--- config.mk ---
export PLATFORM = sky130hd
export DESIGN_NAME = uart_verici_kuyrugu
export DESIGN_NICKNAME = d
export VERILOG_FILES = /design/src/rtl/uart_verici_kuyrugu.sv
export SDC_FILE = /design/constraint.sdc
export NUM_CORES = 1
export LEC_CHECK = 0
export ABC_AREA = 1
export BUFFER_PORTS_ARGS = -buffer_cell sky130_fd_sc_hd__buf_2
export CAP_MARGIN = 40
export CORE_MARGIN = 3
export CORE_UTILIZATION = 35
export DETAILED_ROUTE_END_ITERATION = 12
export PLACE_DENSITY = 0.51
export SLEW_MARGIN = 0
export SYNTH_ARGS = -nofsm -noshare
export SYNTH_HDL_FRONTEND = slang
export SYNTH_SLANG_ARGS = --single-unit
--- constraint.sdc ---
create_clock -name clk_i -period 6.6 [get_ports clk_i]
set_clock_uncertainty 0.05 [all_clocks]
set_input_delay 0.66 -clock clk_i [delete_from_list [all_inputs] [get_ports clk_i]]
set_output_delay 0.66 -clock clk_i [all_outputs]
set_load 0.02 [all_outputs]
--- src/rtl/uart_verici_kuyrugu.sv ---
// uart_verici_kuyrugu: transmit byte FIFO feeding a UART transmitter.
// The head byte stays on veri_o for the whole frame and is popped only after the frame completes.
module uart_verici_kuyrugu #(
    parameter  int DERINLIK = 16,
    localparam int SAYAC_W  = $clog2(DERINLIK + 1)
) (
    input  logic               clk_i,
    input  logic               rstn_i,
    input  logic               yaz_gecerli_i,
    input  logic [7:0]         yaz_veri_i,
    output logic               yaz_hazir_o,
    input  logic               temizle_i,
    input  logic               verici_hazir_i,
    output logic [7:0]         veri_o,
    output logic               veri_gecerli_o,
    output logic               basla_o,
    output logic               mesgul_o,
    output logic               bos_o,
    output logic               dolu_o,
    output logic [SAYAC_W-1:0] doluluk_o
);
    localparam int PTR_W = $clog2(DERINLIK);
    typedef enum logic [1:0] {BOSTA, BASLAT, GONDERIM} durum_e;
    durum_e durum_q, durum_d;
    logic [7:0] mem_q [DERINLIK];
    logic [PTR_W-1:0] wr_ptr_q, wr_ptr_d, rd_ptr_q, rd_ptr_d;
    logic [SAYAC_W-1:0] sayac_q, sayac_d;
    logic yaz, cek;

    assign bos_o          = sayac_q == '0;
    assign dolu_o         = sayac_q == SAYAC_W'(DERINLIK);
    assign yaz_hazir_o    = !dolu_o;
    assign veri_gecerli_o = !bos_o;
    assign doluluk_o      = sayac_q;
    assign veri_o         = mem_q[rd_ptr_q];
    // a flush discards the write and any pop of the same cycle
    assign yaz = yaz_gecerli_i && !dolu_o && !temizle_i;
    assign cek = durum_q == GONDERIM && verici_hazir_i && !temizle_i;

    always_ff @(posedge clk_i or negedge rstn_i) begin
        if (!rstn_i) begin
            durum_q  <= BOSTA;
            wr_ptr_q <= '0;
            rd_ptr_q <= '0;
            sayac_q  <= '0;
        end else begin
            durum_q  <= durum_d;
            wr_ptr_q <= wr_ptr_d;
            rd_ptr_q <= rd_ptr_d;
            sayac_q  <= sayac_d;
        end
    end

    always_ff @(posedge clk_i) begin
        if (yaz) mem_q[wr_ptr_q] <= yaz_veri_i;
    end

    always_comb begin
        durum_d = durum_q;
        case (durum_q)
            BOSTA:    durum_d = (!bos_o && verici_hazir_i) ? BASLAT : BOSTA;
            BASLAT:   durum_d = verici_hazir_i ? BASLAT : GONDERIM;
            GONDERIM: durum_d = verici_hazir_i ? BOSTA : GONDERIM;
            default:  durum_d = BOSTA;
        endcase
        if (temizle_i) durum_d = BOSTA;
    end

    always_comb begin
        wr_ptr_d = temizle_i ? '0 : wr_ptr_q + PTR_W'(yaz);
        rd_ptr_d = temizle_i ? '0 : rd_ptr_q + PTR_W'(cek);
        sayac_d  = temizle_i ? '0 : sayac_q + SAYAC_W'(yaz) - SAYAC_W'(cek);
    end

    always_comb begin
        basla_o  = durum_q == BASLAT;
        mesgul_o = durum_q != BOSTA;
    end
endmodule
==> results.toml <==
[outcome]
status = "finished, final reports clean"

[clock_tree]
clk_latency_ps = 420
numCtsBuffers = 17
h-tree-depth = 4
root_buffer = "clkbuf_16"
clockBufferDepth = 2
clkSlewWorstSetupHoldPaths_ps = 50
tritoncts = "done"
post_cts_buffers = 0
post_cts_resized = 0
clock_sinks = 143
postCtsHoldBufs = 0

[logic_synthesis]
postSynthAreaPerCell_sq_um = 9.953
seq_area_frac_synth = 0.6562
synth_fp_nets = 670
synth_compound_area_frac = 0.009340
post_synth_and_or_nand_nor_area_fraction = 0.2100
synth.largest_area_cell = "edfxtp_1"
syn_area_sq_um = 6430
synth_cell_types = 19
synth_mux_area_frac = 0
yosysWarningCount = 0
synth_top_area_share = 0.5978
synth-seq-cells = 143
synth_top_family_by_area = "simple AND/OR/NAND/NOR gates"
synth_cells = 646
synth.area.top_cells = "edfxtp_1 60%, nand2_1 11%, nand3_1 7.8%"
synthXorXnorAreaFrac = 0.001362
synth_fa_ha_area_frac = 0.02257

[routing]
drc = 0
ant_nets = 0
drt-pass1-iter-count = 5
drt-wirelength-per-cell_um = 16.55
vias = 4354
drt-vias-per-instance = 4.717
first_iter_violations = 355
wl_um = 15280

[sta]
worstMarginPinSlew_ps = 803.9
min_period_over_period = 0.4797
layout_setup_ws_ps = 3434
setup_viol = 0
slew_violations = 0
max_slew_margin = 0.4621
setup_tns_ps = 0
fmaxAchievable_mhz = 315.9
hold_viol_final = 0
grt_setup_unrepaired = "no"
period_needed_ps = 3166

[floorplan]
core_sq_um = 17660
die_y_um = 141.5
initial_utilization = 0.3642
row_count = 48
die_area_sq_um = 20030
die_w_um = 141.5
top_level_ports = 32

[critical_path]
crit_slowest_cell = "inv_2"
path_buf_inv = 3
crit_cells = 7
crit_top_cell = "nand3_1"
reg2reg_depth = 16
path_cells = "buf_4, inv_2, nand3_1, nand3_1, nand3_1, nand2_1, buf_2"
critPathMaxFanout = 35
crit_family = "buffers and inverters"
slowest_delay_ps = 530
cp.arrival_ps = 2460
start_kind = "flop"
worst_ep_required_time_ps = 5890
cp-end-kind = "primary output"
path_class = "reg -> out"

[placement]
dp_slack_ps = 3806
dpl.hpwl_um = 10100
placed_cells = 890
globalplace.congestion = 0.8235
placedInstanceArea_sq_um = 6828
port_buffers = 31

[pwr]
power_leakage_nw = 3.264
switching_share = 0.2347
p_int_mw = 1.617
irDropWorstVdd_uv = 182.1
power_switching_mw = 0.4958
pwr-share-seq = 0.483
clkPwrFrac = 0.421
comb_power_share = 0.096
power_density_nw_per_um2 = 286.5

[final_layout]
final_cells = 923
fin_nets = 709
drive_gt1_frac = 0.1046
insertedDiodeCount = 0
area_delta_synth_final_pct = 14.69
mostFrequentLayoutCell = "nand2_1"
stdcell_area_sq_um = 7375
final_cell_mix = "187 x nand2_1, 128 x edfxtp_1, 124 x inv_1"

[global_route]
antenna_found_initial = 0
grt_max_degree = 66
first_global_vias = 4288
use_met1 = 0.2187
grt_use_total = 0.1589
grtUsageMet3 = 0.03472
grt.busiest_layer = "met2"
grt_pass1_wl_um = 23830
met2_usage = 0.2529
overflow = 0

[flow_run]
drv_cap = 0

[min_path]
hold_path_class = "in -> async"
==> power by group through the flow <==
stage,Combinational [mW],Clock (mW),Sequential (mW)
finish,0.203,0.889,1.02
detailed placement,0.204,0,1.04
CTS,0.206,0.906,1.02
floorplan,0.122,0,1.05
global placement,0.203,0,1.04
global route,0.225,0.937,1.02
==> cells by family after synthesis <==
logic type / Yosys count
AO/OA/AOI/OAI: 12
XOR/XNOR: 1
adder cells (fa/ha/maj): 11
AND/OR/NAND/NOR: 325
flip-flops: 143
buffers and inverters: 154
==> sequential cells by signal, indices dropped and copies added (netlist names) <==
| signal | cells |
|---|---|
| mem_q | 128 |
| doluluk_o | 5 |
| rd_ptr_q | 4 |
| wr_ptr_q | 4 |
| durum_q | 2 |
==> path summary, 6_finish.rpt <==
kind                                         from                     end  slack, ps
max in group asynchronous                  rstn_i   rd_ptr_q[0]$_DFF_PN0_       6120
max reg2reg                doluluk_o[3]$_DFF_PN0_  doluluk_o[4]$_DFF_PN0_       4090
max                         rd_ptr_q[1]$_DFF_PN0_               veri_o[1]       3430
min reg2reg                  durum_q[1]$_DFF_PN0_    durum_q[0]$_DFF_PN0_        510
min in group clk_i                 verici_hazir_i    durum_q[1]$_DFF_PN0_        370
min                                        rstn_i  doluluk_o[2]$_DFF_PN0_        100
==> stage by stage <==
step	utilization	power [mW]	hold WS, ps
after floorplan	-	1.168	314.4
after global placement	0.3807	1.242	483.1
after detailed placement	0.3867	1.243	504.9
after CTS	0.4172	2.133	96.28
after global routing	0.4177	2.185	118.1
final	0.4177	2.113	97.10
==> Yosys cell counts <==
cell      instances
xor2_1            1
nor2_1           35
a21oi_1           7
nor3_1            2
edfxtp_1        128
nand3_1         100
o21ai_0           5
inv_1           124
buf_2            18
ha_1             10
clkinv_1          1
nand2_1         187
fa_1              1
nand4_1           1
buf_6             5
buf_4             2
inv_2             3
clkinv_2          1
dfrtp_1          15
==> area by class of cell <==
type / count / area, sq um
tap: 225 / 281.5
multi-input combinational: 349 / 1564
inverter: 129 / 485.5
sequential: 143 / 4220
fill: 1738 / 10280
clock buffer: 22 / 444.2
clock inverter: 10 / 95.09
timing repair buffer: 45 / 284.0
==> routing by layer <==
| metal | wire [um] | part of all wire |
|---|---|---|
| met1 | 7128 | 0.47 |
| met2 | 7217 | 0.47 |
| met3 | 711 | 0.047 |
| met4 | 221 | 0.014 |
| met5 | 0 | 0 |
(Power assumes the default switching activity.)
